===== src/rtl/cpu_pkg.sv =====
// Shared CPU definitions: ALU control encodings, forwarding select codes and datapath defaults.
package cpu_pkg;

  localparam int DW_DEFAULT = 32;
  localparam int AW_DEFAULT = 5;
  localparam int CW_DEFAULT = 4;

  typedef enum logic [3:0] {
    ALU_AND = 4'b0000,
    ALU_OR  = 4'b0001,
    ALU_ADD = 4'b0010,
    ALU_SUB = 4'b0110,
    ALU_SLT = 4'b0111,
    ALU_NOR = 4'b1100
  } alu_ctrl_e;

  typedef enum logic [1:0] {
    FWD_REG   = 2'b00,
    FWD_MEMWB = 2'b01,
    FWD_EXMEM = 2'b10
  } fwd_sel_e;

endpackage


===== src/rtl/fwd_unit.sv =====
// Per-operand forwarding source select: EX/MEM beats MEM/WB beats the registered value.
module fwd_unit
  import cpu_pkg::*;
#(
  parameter int AW = AW_DEFAULT
) (
  input  logic [AW-1:0] src_addr_i,
  input  logic          exmem_reg_write_i,
  input  logic [AW-1:0] exmem_rd_addr_i,
  input  logic          memwb_reg_write_i,
  input  logic [AW-1:0] memwb_rd_addr_i,
  output fwd_sel_e      sel_o
);

  // $0 is hardwired, so a writer targeting it must never be forwarded.
  always_comb begin
    sel_o = FWD_REG;
    if (exmem_reg_write_i && (exmem_rd_addr_i != '0) && (exmem_rd_addr_i == src_addr_i)) begin
      sel_o = FWD_EXMEM;
    end else if (memwb_reg_write_i && (memwb_rd_addr_i != '0) &&
                 (memwb_rd_addr_i == src_addr_i)) begin
      sel_o = FWD_MEMWB;
    end
  end

endmodule


===== src/rtl/id_ex_stage.sv =====
// ID/EX pipeline register feeding the ALU, with operand forwarding and load-use detection.
// Build option: define ID_EX_FWD_EN to enable forwarding; otherwise RAW hazards stall instead.
module id_ex_stage
  import cpu_pkg::*;
#(
  parameter int DW = DW_DEFAULT,
  parameter int AW = AW_DEFAULT,
  parameter int CW = CW_DEFAULT
) (
  input  logic          clk_i,
  input  logic          rst_i,
  input  logic          stall_i,
  input  logic          flush_i,
  input  logic          id_valid_i,
  input  logic [DW-1:0] id_rs_data_i,
  input  logic [DW-1:0] id_rt_data_i,
  input  logic [DW-1:0] id_imm_i,
  input  logic [AW-1:0] id_rs_addr_i,
  input  logic [AW-1:0] id_rt_addr_i,
  input  logic [AW-1:0] id_rd_addr_i,
  input  logic [CW-1:0] id_alu_ctrl_i,
  input  logic          id_alu_src_i,
  input  logic          id_reg_dst_i,
  input  logic          id_reg_write_i,
  input  logic          id_mem_read_i,
  input  logic          exmem_reg_write_i,
  input  logic [AW-1:0] exmem_rd_addr_i,
  input  logic [DW-1:0] exmem_result_i,
  input  logic          memwb_reg_write_i,
  input  logic [AW-1:0] memwb_rd_addr_i,
  input  logic [DW-1:0] memwb_data_i,
  output logic          ex_valid_o,
  output logic [DW-1:0] alu_src1_o,
  output logic [DW-1:0] alu_src2_o,
  output logic [CW-1:0] alu_ctrl_o,
  output logic [DW-1:0] ex_store_data_o,
  output logic [AW-1:0] ex_dst_addr_o,
  output logic          ex_reg_write_o,
  output logic          ex_mem_read_o,
  output logic          hazard_o
);

  logic          valid_q,     valid_d;
  logic [DW-1:0] rs_data_q,   rs_data_d;
  logic [DW-1:0] rt_data_q,   rt_data_d;
  logic [DW-1:0] imm_q,       imm_d;
  logic [AW-1:0] rs_addr_q,   rs_addr_d;
  logic [AW-1:0] rt_addr_q,   rt_addr_d;
  logic [AW-1:0] rd_addr_q,   rd_addr_d;
  logic [CW-1:0] alu_ctrl_q,  alu_ctrl_d;
  logic          alu_src_q,   alu_src_d;
  logic          reg_dst_q,   reg_dst_d;
  logic          reg_write_q, reg_write_d;
  logic          mem_read_q,  mem_read_d;

  always_comb begin
    valid_d     = valid_q;
    rs_data_d   = rs_data_q;
    rt_data_d   = rt_data_q;
    imm_d       = imm_q;
    rs_addr_d   = rs_addr_q;
    rt_addr_d   = rt_addr_q;
    rd_addr_d   = rd_addr_q;
    alu_ctrl_d  = alu_ctrl_q;
    alu_src_d   = alu_src_q;
    reg_dst_d   = reg_dst_q;
    reg_write_d = reg_write_q;
    mem_read_d  = mem_read_q;
    if (flush_i) begin
      // Bubble clears data fields too so a flushed slot is fully deterministic.
      valid_d     = 1'b0;
      rs_data_d   = '0;
      rt_data_d   = '0;
      imm_d       = '0;
      rs_addr_d   = '0;
      rt_addr_d   = '0;
      rd_addr_d   = '0;
      alu_ctrl_d  = '0;
      alu_src_d   = 1'b0;
      reg_dst_d   = 1'b0;
      reg_write_d = 1'b0;
      mem_read_d  = 1'b0;
    end else if (!stall_i) begin
      valid_d     = id_valid_i;
      rs_data_d   = id_rs_data_i;
      rt_data_d   = id_rt_data_i;
      imm_d       = id_imm_i;
      rs_addr_d   = id_rs_addr_i;
      rt_addr_d   = id_rt_addr_i;
      rd_addr_d   = id_rd_addr_i;
      alu_ctrl_d  = id_alu_ctrl_i;
      alu_src_d   = id_alu_src_i;
      reg_dst_d   = id_reg_dst_i;
      reg_write_d = id_reg_write_i;
      mem_read_d  = id_mem_read_i;
    end
  end

  always_ff @(posedge clk_i or negedge rst_i) begin
    if (!rst_i) begin
      valid_q     <= 1'b0;
      rs_data_q   <= '0;
      rt_data_q   <= '0;
      imm_q       <= '0;
      rs_addr_q   <= '0;
      rt_addr_q   <= '0;
      rd_addr_q   <= '0;
      alu_ctrl_q  <= '0;
      alu_src_q   <= 1'b0;
      reg_dst_q   <= 1'b0;
      reg_write_q <= 1'b0;
      mem_read_q  <= 1'b0;
    end else begin
      valid_q     <= valid_d;
      rs_data_q   <= rs_data_d;
      rt_data_q   <= rt_data_d;
      imm_q       <= imm_d;
      rs_addr_q   <= rs_addr_d;
      rt_addr_q   <= rt_addr_d;
      rd_addr_q   <= rd_addr_d;
      alu_ctrl_q  <= alu_ctrl_d;
      alu_src_q   <= alu_src_d;
      reg_dst_q   <= reg_dst_d;
      reg_write_q <= reg_write_d;
      mem_read_q  <= mem_read_d;
    end
  end

  logic [AW-1:0] dst_addr;
  logic [DW-1:0] opa, opb;
  logic          load_use;

  assign dst_addr = reg_dst_q ? rd_addr_q : rt_addr_q;
  assign load_use = valid_q && mem_read_q && (dst_addr != '0) && id_valid_i &&
                    ((dst_addr == id_rs_addr_i) || ((dst_addr == id_rt_addr_i) && !id_alu_src_i));

`ifdef ID_EX_FWD_EN
  fwd_sel_e sel_a, sel_b;

  fwd_unit #(.AW(AW)) u_fwd_a (
    .src_addr_i        (rs_addr_q),
    .exmem_reg_write_i (exmem_reg_write_i),
    .exmem_rd_addr_i   (exmem_rd_addr_i),
    .memwb_reg_write_i (memwb_reg_write_i),
    .memwb_rd_addr_i   (memwb_rd_addr_i),
    .sel_o             (sel_a)
  );

  fwd_unit #(.AW(AW)) u_fwd_b (
    .src_addr_i        (rt_addr_q),
    .exmem_reg_write_i (exmem_reg_write_i),
    .exmem_rd_addr_i   (exmem_rd_addr_i),
    .memwb_reg_write_i (memwb_reg_write_i),
    .memwb_rd_addr_i   (memwb_rd_addr_i),
    .sel_o             (sel_b)
  );

  always_comb begin
    opa = rs_data_q;
    opb = rt_data_q;
    case (sel_a)
      FWD_EXMEM: opa = exmem_result_i;
      FWD_MEMWB: opa = memwb_data_i;
      default:   opa = rs_data_q;
    endcase
    case (sel_b)
      FWD_EXMEM: opb = exmem_result_i;
      FWD_MEMWB: opb = memwb_data_i;
      default:   opb = rt_data_q;
    endcase
  end

  assign hazard_o = load_use;
`else
  logic ex_raw, exmem_raw;
  logic unused_fwd;

  assign opa = rs_data_q;
  assign opb = rt_data_q;

  // Without bypass paths, any in-flight writer of a source register must stall ID.
  assign ex_raw    = valid_q && reg_write_q && (dst_addr != '0) &&
                     ((dst_addr == id_rs_addr_i) || (dst_addr == id_rt_addr_i));
  assign exmem_raw = exmem_reg_write_i && (exmem_rd_addr_i != '0) &&
                     ((exmem_rd_addr_i == id_rs_addr_i) || (exmem_rd_addr_i == id_rt_addr_i));
  assign hazard_o  = load_use || (id_valid_i && (ex_raw || exmem_raw));

  assign unused_fwd = ^{exmem_result_i, memwb_reg_write_i, memwb_rd_addr_i, memwb_data_i,
                        rs_addr_q, rt_addr_q};
`endif

  assign ex_valid_o      = valid_q;
  assign alu_src1_o      = opa;
  assign alu_src2_o      = alu_src_q ? imm_q : opb;
  assign ex_store_data_o = opb;
  assign ex_dst_addr_o   = dst_addr;
  assign alu_ctrl_o      = valid_q ? alu_ctrl_q : '0;
  assign ex_reg_write_o  = valid_q & reg_write_q;
  assign ex_mem_read_o   = valid_q & mem_read_q;

endmodule


===== config.mk =====
export PLATFORM = sky130hd
export DESIGN_NAME = id_ex_stage
export DESIGN_NICKNAME = d
export VERILOG_FILES = /design/src/rtl/cpu_pkg.sv /design/src/rtl/fwd_unit.sv /design/src/rtl/id_ex_stage.sv
export SDC_FILE = /design/constraint.sdc
export NUM_CORES = 1
export LEC_CHECK = 0
export CORE_ASPECT_RATIO = 0.6
export CORE_MARGIN = 2
export CORE_UTILIZATION = 25
export CTS_BUF_LIST = sky130_fd_sc_hd__clkbuf_4
export DETAILED_ROUTE_END_ITERATION = 8
export MAX_ROUTING_LAYER = met4
export PLACE_DENSITY_LB_ADDON = 0.12
export REMOVE_ABC_BUFFERS = 1
export SLEW_MARGIN = 30
export SYNTH_ARGS = -nofsm -noshare
export SYNTH_HDL_FRONTEND = slang
export SYNTH_SLANG_ARGS = --single-unit

===== constraint.sdc =====
create_clock -name clk_i -period 4.5 [get_ports clk_i]
set_input_delay 0.45 -clock clk_i [delete_from_list [all_inputs] [get_ports clk_i]]
set_output_delay 0.45 -clock clk_i [all_outputs]
set_load 0.03 [all_outputs]

==> Implementation_results.wiki, run 1 <==
{| class="wikitable"
! Metric !! Value
|-
| Outcome || finished, final reports clean
|-
| Most common cell after layout, fill and taps aside || sky130_fd_sc_hd__clkdlybuf4s50_1
|-
| Worst path arrival time || 3110 ps
|-
| Leakage component of the power || 3.786 nW
|-
| Post-synthesis average cell area || 11.71 sq um
|-
| Via-to-Cell Ratio || 4.320
|-
| Core Rows || 41
|-
| Largest net degree at the start of global routing || 79
|-
| Full die area || 22670 sq um
|-
| Post-Syn Instances || 458
|-
| Period Utilization, post-route || 79.02%
|-
| Hold Path Class || in2async
|-
| Count of H-tree levels built during CTS || 4
|-
| Antenna viol nets, final || 0
|-
| Sum of overflow across all layers after global routing || 0
|-
| Type of element capturing the critical path || primary output
|-
| Clock network latency to the later pin of the worst-skew pair || 520 ps
|-
| Largest fanout on the critical path || 6
|-
| CORE AREA || 21030 sq um
|-
| Most used cells in the layout excluding fill and tap cells || sky130_fd_sc_hd__clkdlybuf4s50_1, sky130_fd_sc_hd__mux2i_1, sky130_fd_sc_hd__nor2_1
|-
| Number of gates resized after CTS || 0
|-
| Vertical extent of the die || 117.4 um
|-
| TritonCTS clock tree || built
|-
| Post-synthesis register bit count || 115
|-
| Required time reported for the critical path endpoint || 4050 ps
|-
| Distinct cells, synth || 23
|-
| Routed wire length || 15650 um
|-
| 1st-pass router iterations || 4
|-
| Launching element type of the critical path || flip-flop
|-
| Share of layout cells above drive strength 1 || 10.27%
|-
| Final non-filler cell area || 8270 sq um
|-
| Category of the critical setup timing path || reg2out
|-
| Final HPWL from detailed placement || 11000 um
|-
| Antenna diode count || 0
|-
| Power per cell area || 301.6 nW/um^2
|-
| Last weighted congestion value of the routability-driven placer || 0.8238
|-
| Clock buffer depth || 2
|-
| Final-report max-slew violation count || 0
|-
| Hold Fails Final Rpt || 0
|-
| Clock tree root buffer cell || sky130_fd_sc_hd__clkbuf_4
|-
| Post-layout total power || 2.495 mW
|-
| Cell area after technology mapping || 5361 sq um
|-
| Peak per-stage delay on the critical path || 700 ps
|-
| Drt wl/cell || 15.97 um
|-
| Most area-hungry cell type in the Yosys netlist || sky130_fd_sc_hd__dfrtp_1
|-
| Max-cap violations || 0
|-
| Max Fclk || 281.2 MHz
|-
| Count of nets after finishing || 890
|-
| Number of global-route vias before repair || 4625
|-
| Die Wd || 193.1 um
|-
| Vias post-DR || 4234
|-
| Relative slew margins || 34.74%
|-
| Tightest Pin Transition || 978.9 ps
|-
| FF-to-FF Start || alu_src_q
|-
| Number of buffer and inverter instances along the worst setup path || 1
|-
| Cts bufs inserted || 17
|-
| Aggregate global-route resource usage || 14.37%
|-
| R2R Path End || alu_src_q
|-
| Final setup viols || 0
|-
| Number of placed I/O pins || 309
|-
| Worst-path cell chain || mux2i_4 > xnor2_1 > a2111oi_2 > a31oi_1 > o22ai_1 > clkdlybuf4s50_1
|-
| Hold Worst Slack || 484.5 ps
|-
| Effective utilization at floorplan || 25.49%
|-
| Largest clock skew in the final design || 0 ps
|-
| Drt first-iter violations || 132
|-
| Standard cell with the maximum stage delay on the critical path || sky130_fd_sc_hd__clkdlybuf4s50_1
|-
| Syn. warnings || 0
|-
| Part of the Yosys area used for sequential elements || 53.68%
|-
| Post-layout minimum cycle time || 3556 ps
|-
| Drc violations || 0
|-
| Antenna violations before repair || 0
|-
| Global-route wire length before repair || 24460 um
|-
| Worst Reg-to-Reg Cells || 2
|-
| Top cell type's share of synthesized area || 53.68%
|-
| Num Clock Sinks || 115
|-
| Number of standard cells in the final layout excluding fillers || 980
|-
| Leading post-synthesis cells by cell area || sky130_fd_sc_hd__dfrtp_1, sky130_fd_sc_hd__mux2i_1, sky130_fd_sc_hd__nor2_1
|-
| Crit path max-delay family || compound AO/OA/AOI/OAI gates
|-
| Reg clk slew, reported paths || 110 ps
|-
| Layout-stage area growth over the synthesis result || 54.26%
|-
| RSZ-0062 raised after global routing || no
|-
| Register-to-register setup slack || 3170 ps
|-
| Dpl cells || 949
|-
| Max VDD drop || 0.0002222 V
|-
| Total negative slack for setup checks || 0 ps
|-
| Placed Instance Area || 7989 sq um
|-
| Number of port buffers || 238
|}
==> metrics by stage <==
stage          utilization (%)  setup slack, ps
2_1_floorplan                -             2032
4_1_cts                  39.32            827.8
5_1_grt                  39.32            726.8
3_3_place_gp             37.98             1523
6_report                 39.32            943.9
3_5_place_dp             37.98             1510
==> state kept, by name, summed over array words and instances, names as in the netlist <==
register	count
alu_ctrl_q	4
alu_src1_o	32
alu_src_q	1
ex_store_data_o	32
ex_valid_o	1
imm_q	32
mem_read_q	1
rd_addr_q	5
reg_dst_q	1
reg_write_q	1
rt_addr_q	5
==> final cells by class <==
type	count	area (sq um)
fill	2078	12760
sequential	115	2879
timing repair buffer	244	2426
multi-input combinational	307	2326
tap	279	349.1
clock inverter	13	143.9
clock buffer	17	127.6
inverter	5	18.77
==> per-layer routing <==
layer / wire [um] / share of wire (%) / GRT usage, % / vias to the layer above
li1: - / - / - / 2011
met1: 7743 / 49 / 19.23 / 2059
met2: 6346 / 41 / 20.20 / 155
met3: 1436 / 9.2 / 5.687 / 9
met4: 120 / 0.77 / 3.551 / 0
met5: 0 / 0 / - / -
==> synthesized netlist by cell type, drive strengths merged <==
library cell	n
dfrtp	115
or4	1
o22ai	1
o211ai	1
nor2	116
nor3	3
nand3	2
buf	13
mux2i	119
nand4	1
clkbuf	18
mux2	33
a31oi	2
xnor2	12
and2	5
inv	5
nand2	1
o2111ai	1
a2111oi	1
xor2	8
==> how the worst max path moves through the flow <==
stage,cells after the start,endpoint,startpoint,slack [ps]
floorplan,6,hazard_o,reg_dst_q,2030
global placement,6,hazard_o,id_rt_addr_i[3],1520
detailed placement,6,hazard_o,id_rt_addr_i[3],1510
CTS,6,hazard_o,reg_dst_q,830
global route,7,hazard_o,reg_dst_q,730
finish,6,hazard_o,reg_dst_q,940
==> power breakdown <==
| part | switching (mW) | internal, mW |
|---|---|---|
| sequential | 0.0466 | 1.09 |
| clock | 0.402 | 0.369 |
| combinational | 0.291 | 0.295 |
==> kinds of logic after synthesis <==
group	after synthesis	share of synthesized area, %
DFF	115	53.68
AOI/OAI and AO/OA	6	0.9335
muxes	152	29.68
and+or+nand+nor	129	9.498
buffers and inverters	36	2.940
xor gates and xnor gates	20	3.267
==> what timing repair did <==
action / 4_1_cts / 5_1_grt
hold buffers: 1 / 0
buffers inserted: 0 / 0
endpoints found under the hold margin: 48 / 0
No activity file was read; power rests on OpenSTA's default activity.
==> run 2, diff against run 1 <==
clock period = 3 ns   (was 4.5 ns; I/O delays follow)
==> run 2 against run 1 <==
Worst hold slack lost 230 ps. Via count shrank 1.3%. Non-clock buffer count grew 3. Largest cell class unchanged. Highest routed layer unchanged. Die area is the same. Global-route usage grew 0.37 points. Flip-flop and latch count is the same. Cell count grew 0.31%. Critical endpoint is now alu_src2_o[18].
==> Implementation_results.wiki, run 2 (synthesis gave the netlist of run 1 again) <==
{| class="wikitable"
! Metric !! Value
|-
| Die Wd || 193.1 um
|-
| 1st-pass router iterations || 4
|-
| Reg clk slew, reported paths || 120 ps
|-
| Global-route wire length before repair || 25120 um
|-
| Final HPWL from detailed placement || 11240 um
|-
| Post-layout total power || 3.523 mW
|-
| Count of nets after finishing || 893
|-
| Number of global-route vias before repair || 4528
|-
| Max-cap violations || 0
|-
| Type of element capturing the critical path || primary output
|-
| Drt wl/cell || 16.11 um
|-
| Number of standard cells in the final layout excluding fillers || 983
|-
| Most common cell after layout, fill and taps aside || sky130_fd_sc_hd__clkdlybuf4s50_1
|-
| Full die area || 22670 sq um
|-
| Count of H-tree levels built during CTS || 4
|-
| Relative slew margins || 44.32%
|-
| Drc violations || 0
|-
| Vias post-DR || 4180
|-
| Core Rows || 41
|-
| Post-layout minimum cycle time || 2695 ps
|-
| Total negative slack for setup checks || 0 ps
|-
| Cts bufs inserted || 17
|-
| Final setup viols || 0
|-
| Drt first-iter violations || 106
|-
| Max Fclk || 371.1 MHz
|-
| Share of the core filled with cells in the final layout || 39.39%
|-
| Tightest Pin Transition || 835.2 ps
|-
| Period Utilization, post-route || 89.82%
|-
| Clock tree root buffer cell || sky130_fd_sc_hd__clkbuf_4
|-
| RSZ-0062 raised after global routing || no
|-
| Num Clock Sinks || 115
|-
| Antenna diode count || 0
|-
| Antenna violations before repair || 0
|-
| Share of layout cells above drive strength 1 || 11.08%
|-
| CORE AREA || 21030 sq um
|-
| Final-report max-slew violation count || 0
|-
| Number of fill cells || 2110
|-
| Antenna viol nets, final || 0
|-
| Via-to-Cell Ratio || 4.252
|-
| Sum of overflow across all layers after global routing || 0
|-
| Worst path arrival time || 2390 ps
|-
| Clock network latency to the later pin of the worst-skew pair || 510 ps
|-
| Final non-filler cell area || 8285 sq um
|-
| Aggregate global-route resource usage || 14.74%
|-
| Most used cells in the layout excluding fill and tap cells || sky130_fd_sc_hd__clkdlybuf4s50_1, sky130_fd_sc_hd__mux2i_1, sky130_fd_sc_hd__nor2_1
|-
| Hold Fails Final Rpt || 0
|-
| TritonCTS clock tree || built
|-
| Largest fanout on the critical path || 19
|-
| Number of port buffers || 238
|-
| Largest clock skew in the final design || 0 ps
|-
| Dpl cells || 952
|-
| Hold Path Class || in2reg
|-
| Number of placed I/O pins || 309
|-
| Vertical extent of the die || 117.4 um
|-
| Leakage component of the power || 3.786 nW
|-
| Largest net degree at the start of global routing || 66
|-
| Outcome || finished, final reports clean
|-
| Register area || 2880 sq um
|-
| Launching element type of the critical path || flip-flop
|-
| Routed wire length || 15840 um
|-
| Effective utilization at floorplan || 25.49%
|-
| Category of the critical setup timing path || reg2out
|-
| Clock buffer depth || 2
|-
| Last weighted congestion value of the routability-driven placer || 0.8121
|-
| Max VDD drop || 0.0001808 V
|-
| Placed Instance Area || 8074 sq um
|-
| Required time reported for the critical path endpoint || 2700 ps
|-
| Power per cell area || 425.2 nW/um^2
|-
| Total area of multi-input combinational cells || 2326 sq um
|-
| Layout-stage area growth over the synthesis result || 54.54%
|}
## run 2: cell types whose count changed in the layout (fill, tap and decap cells not counted), moves of 2 or more
cell / previous run / this run
sky130_fd_sc_hd__clkinvlp_4: 2 / 4
sky130_fd_sc_hd__bufinv_16: 3 / 0
sky130_fd_sc_hd__buf_12: 0 / 5
sky130_fd_sc_hd__buf_4: 7 / 5
## run 2: report_power, final
| part | switching (mW) | internal [mW] | leakage (nW) |
|---|---|---|---|
| combinational | 0.446 | 0.454 | 2.15 |
| clock | 0.612 | 0.312 | 0.108 |
| sequential | 0.0642 | 1.64 | 1.52 |
| total | 1.12 | 2.40 | 3.79 |
## run 2: metal layers
layer  global-route usage [%]  vias up  routed length [um]
li1                         -     2009                   -
met1                    19.94     2011                7881
met2                    20.60      152                6440
met3                    5.507        8                1396
met4                    3.883        0                 116
met5                        -        -                   0
## run 2: worst paths after layout
kind | startpoint | end | slack (ps) | depth (start not counted)
max in group asynchronous | rst_i | alu_src_q | 1740 | 3
min in group asynchronous | rst_i | alu_src1_o[2] | 410 | 2
hold reg to reg | imm_q[14] | imm_q[14] | 520 | 2
hold / removal | flush_i | alu_ctrl_q[1] | 260 | 2
setup / recovery | alu_src_q | alu_src2_o[18] | 310 | 3
setup reg to reg | alu_src_q | alu_src_q | 1790 | 3
## run 2: layout make-up
cell class                      count  area share (%)
Clock buffer                       18           1.631
Clock inverter                     12          0.8457
Inverter                            5          0.2265
Multi-Input combinational cell    307           28.07
Sequential cell                   115           34.76
Tap cell                          279           4.213
Timing Repair Buffer              247           30.25
## run 2: worst max-delay path: stages (launching register included)
cell,delay (ps)
sky130_fd_sc_hd__dfrtp_2,670
sky130_fd_sc_hd__buf_12,240
sky130_fd_sc_hd__mux2_2,350
sky130_fd_sc_hd__clkdlybuf4s50_1,610
## run 2: timing repair
item,CTS,global route
buffers inserted,0,0
endpoints found under the hold margin,62,0
resized for setup,2,2
hold buffers,1,0
setup endpoints to repair,1,1
## run 2: per-stage QoR
step	hold slack, ps	setup WS (ps)
after floorplan	4.409	681.9
after global placement	450.2	245.2
after detailed placement	457.3	248.6
after CTS	208.8	26.60
after global routing	217.0	95.96
final	259.1	305.4
==> run 3, diff against run 2 <==
ABC_AREA = 1   (was unset)
==> run 3 against run 2 <==
Utilization fell by 1.0 points. Flip-flop and latch count did not move. Fmax fell by 0.73%. Clock power rose by 14%. Largest cell class unchanged.
==> Implementation_results.wiki, run 3 <==
{| class="wikitable"
! Metric !! Value
|-
| CORE AREA || 21860 sq um
|-
| Most common cell after layout, fill and taps aside || sky130_fd_sc_hd__clkdlybuf4s50_1
|-
| Leakage component of the power || 3.740 nW
|-
| Antenna violations before repair || 1
|-
| Post-Syn Instances || 690
|-
| Post-layout minimum cycle time || 2714 ps
|-
| Routed wire length || 18440 um
|-
| Leading post-synthesis cells by cell area || sky130_fd_sc_hd__dfrtp_1, sky130_fd_sc_hd__nand3_1, sky130_fd_sc_hd__nand2_1
|-
| Largest net degree at the start of global routing || 185
|-
| Max Fclk || 368.4 MHz
|-
| Drc violations || 0
|-
| Share of the core filled with cells in the final layout || 38.39%
|-
| Clock network latency to the later pin of the worst-skew pair || 510 ps
|-
| Global-route wire length before repair || 29280 um
|-
| Sequential cell fraction of total power || 45.7%
|-
| Hold Fails Final Rpt || 0
|-
| Die Wd || 195.9 um
|-
| Worst path arrival time || 2410 ps
|-
| Max VDD drop || 0.0001938 V
|-
| Tightest Pin Transition || 803.9 ps
|-
| Sum of overflow across all layers after global routing || 0
|-
| Worst Reg-to-Reg Cells || 3
|-
| Startpoint of the tightest hold check path || stall_i
|-
| Num Clock Sinks || 115
|-
| Clock buffer depth || 2
|-
| RSZ-0062 raised after global routing || no
|-
| Number of placed I/O pins || 309
|-
| Period Utilization, post-route || 90.48%
|-
| Final HPWL from detailed placement || 12520 um
|-
| Number of buffer and inverter instances along the worst setup path || 2
|-
| Max-cap violations || 0
|-
| Type of element capturing the critical path || primary output
|-
| Worst-path cell chain || buf_12 > nand2_1 > o21ai_0 > clkdlybuf4s50_1
|-
| FFs w/ async S/R, synth || 100.0%
|-
| Library cell with the highest instance count after synthesis || sky130_fd_sc_hd__nand3_1
|-
| Power per cell area || 448.7 nW/um^2
|-
| Register-to-register setup slack || 1710 ps
|-
| CP startpoint || alu_src_q
|-
| Final non-filler cell area || 8393 sq um
|-
| Aggregate global-route resource usage || 16.71%
|-
| Number of fill cells || 2304
|-
| Number of global-route vias before repair || 5136
|-
| Most used flip-flop cell after synthesis || sky130_fd_sc_hd__dfrtp_1
|-
| Count of H-tree levels built during CTS || 4
|-
| Relative contribution of the clock network to total power || 27.9%
|-
| Largest clock skew in the final design || 0 ps
|-
| Endpoint of the worst hold-timing path || reg_write_q
|-
| Switching part of the total || 32.22%
|-
| Most used cells in the layout excluding fill and tap cells || sky130_fd_sc_hd__clkdlybuf4s50_1, sky130_fd_sc_hd__nand3_1, sky130_fd_sc_hd__nand2_1
|-
| Largest fanout on the critical path || 35
|-
| Switching power || 1.213 mW
|-
| Placed Instance Area || 8145 sq um
|-
| Internal power component || 2.553 mW
|-
| Post-synthesis average cell area || 8.009 sq um
|-
| Cell area after technology mapping || 5527 sq um
|-
| Via-to-Cell Ratio || 4.416
|-
| Worst Slack Setup Final || 285.6 ps
|-
| Number of port buffers || 238
|-
| Fraction of power consumed by combinational cells || 26.5%
|-
| Part of the Yosys area used for sequential elements || 52.07%
|-
| Most area-hungry cell type in the Yosys netlist || sky130_fd_sc_hd__dfrtp_1
|-
| Share of layout cells above drive strength 1 || 5.038%
|-
| Total area of multi-input combinational cells || 2176 sq um
|-
| Effective utilization at floorplan || 25.28%
|-
| Register area || 2880 sq um
|-
| TritonCTS clock tree || built
|-
| Final-report max-slew violation count || 0
|-
| Crit path max-delay family || buffers and inverters
|-
| Hold Path Class || in2reg
|-
| Vias post-DR || 5299
|-
| Drt first-iter violations || 290
|-
| FF-to-FF Start || alu_src_q
|-
| Post-synthesis register bit count || 115
|-
| Required time reported for the critical path endpoint || 2700 ps
|-
| Vertical extent of the die || 119.2 um
|-
| Category of the critical setup timing path || reg2out
|-
| R2R Path End || alu_src_q
|-
| Outcome || finished, final reports clean
|-
| Top cell type's share of synthesized area || 52.07%
|-
| Reg clk slew, reported paths || 100 ps
|-
| Antenna viol nets, final || 0
|-
| Cts bufs inserted || 17
|-
| Number of enable-type register cells in the synthesized netlist || 0
|-
| Top post-synthesis cells by count || sky130_fd_sc_hd__nand3_1, sky130_fd_sc_hd__nand2_1, sky130_fd_sc_hd__dfrtp_1
|-
| Last weighted congestion value of the routability-driven placer || 0.7742
|-
| Layout-stage area growth over the synthesis result || 51.87%
|-
| Full die area || 23350 sq um
|-
| Launching element type of the critical path || flip-flop
|-
| Relative slew margins || 46.41%
|-
| Drt wl/cell || 15.37 um
|-
| Syn. warnings || 0
|-
| Standard cell with the maximum stage delay on the critical path || sky130_fd_sc_hd__dfrtp_2
|-
| Count of nets after finishing || 1103
|-
| Depth of the worst hold-timing path || 2
|-
| Core Rows || 42
|-
| Final setup viols || 0
|-
| Clock tree root buffer cell || sky130_fd_sc_hd__clkbuf_4
|-
| Peak per-stage delay on the critical path || 740 ps
|-
| Pre-CTS worst setup slack || 425.2 ps
|-
| Distinct cells, synth || 23
|-
| 1st-pass router iterations || 4
|}
## run 3: cell count changes in the layout (fill, tap and decap cells not counted), sizes merged, moves of 5 or more
cell   previous run  this run
a21oi             0         5
and2              5         0
inv               5        62
mux2             33         0
mux2i           119         0
nand2             1       157
nand3             2       160
nor2            116        10
o21ai             0       112
xnor2            12         3
## run 3: per-layer routing
layer  GRT usage [%]  up-vias  share of wire (%)
met2           20.13      172                 36
li1                -     2696                  -
met5               -        -                  0
met3           6.712        8                8.5
met1           25.23     2423                 55
met4           3.551        0               0.63
## run 3: worst register-to-register path: cells and delay by family (launching register included)
kind / cells / cell delay (ps)
DFF: 1 / 740
buffers and inverters: 1 / 270
and+or+nand+nor: 2 / 210
## run 3: per-stage QoR
stage	cells	power, mW	hold WS, ps	TNS (ps)
final	1200	3.766	248.0	0
after global routing	1200	3.996	200.9	0
after CTS	1199	3.843	182.0	0
after detailed placement	1169	2.753	353.2	0
after global placement	1169	2.756	349.7	0
after floorplan	637	2.198	4.409	-226120
## run 3: area by class of cell
type / count / share of cell area [%]
multi-input cells: 460 / 25.92
clock buffers: 18 / 1.610
flip-flops and latches: 115 / 34.32
inverters: 62 / 2.922
repair buffers: 247 / 29.79
diodes: 1 / 0.02982
well taps: 286 / 4.264
clock inverters: 11 / 1.148
## run 3: logic make-up (layout without fill, tap and decap cells)
group                     count (synthesis)  after routing  share of synthesized area, %
AOI/OAI and AO/OA                       120            120                         11.00
xor gates and xnor gates                  7              7                         1.109
buffers and inverters                   115            338                         8.694
DFF                                     115            115                         52.07
other                                     0              1                             0
and+or+nand+nor                         333            333                         27.12
## run 3: power by group through the flow
| stage | sequential (mW) | clock (mW) | combinational (mW) |
|---|---|---|---|
| after detailed placement | 1.75 | 0 | 1.00 |
| after global routing | 1.74 | 1.17 | 1.09 |
| final | 1.72 | 1.05 | 0.997 |
| after CTS | 1.72 | 1.11 | 1.01 |
| after global placement | 1.75 | 0 | 1.01 |
| after floorplan | 1.86 | 0 | 0.341 |
## run 3: worst max path at each step
| stage | to | slack [ps] | depth (start not counted) |
|---|---|---|---|
| floorplan | rt_addr_q[1] | -3050 | 3 |
| global placement | hazard_o | 430 | 8 |
| detailed placement | hazard_o | 430 | 8 |
| CTS | hazard_o | 50 | 10 |
| global route | alu_src2_o[22] | 40 | 4 |
| finish | alu_src2_o[15] | 290 | 4 |
## run 3: repair_timing
item                                    CTS  global route
hold buffers                              1             0
endpoints found under the setup margin    1             1
setup buffers                             0             0
endpoints found under the hold margin    41             0
gates resized for setup                   1             1
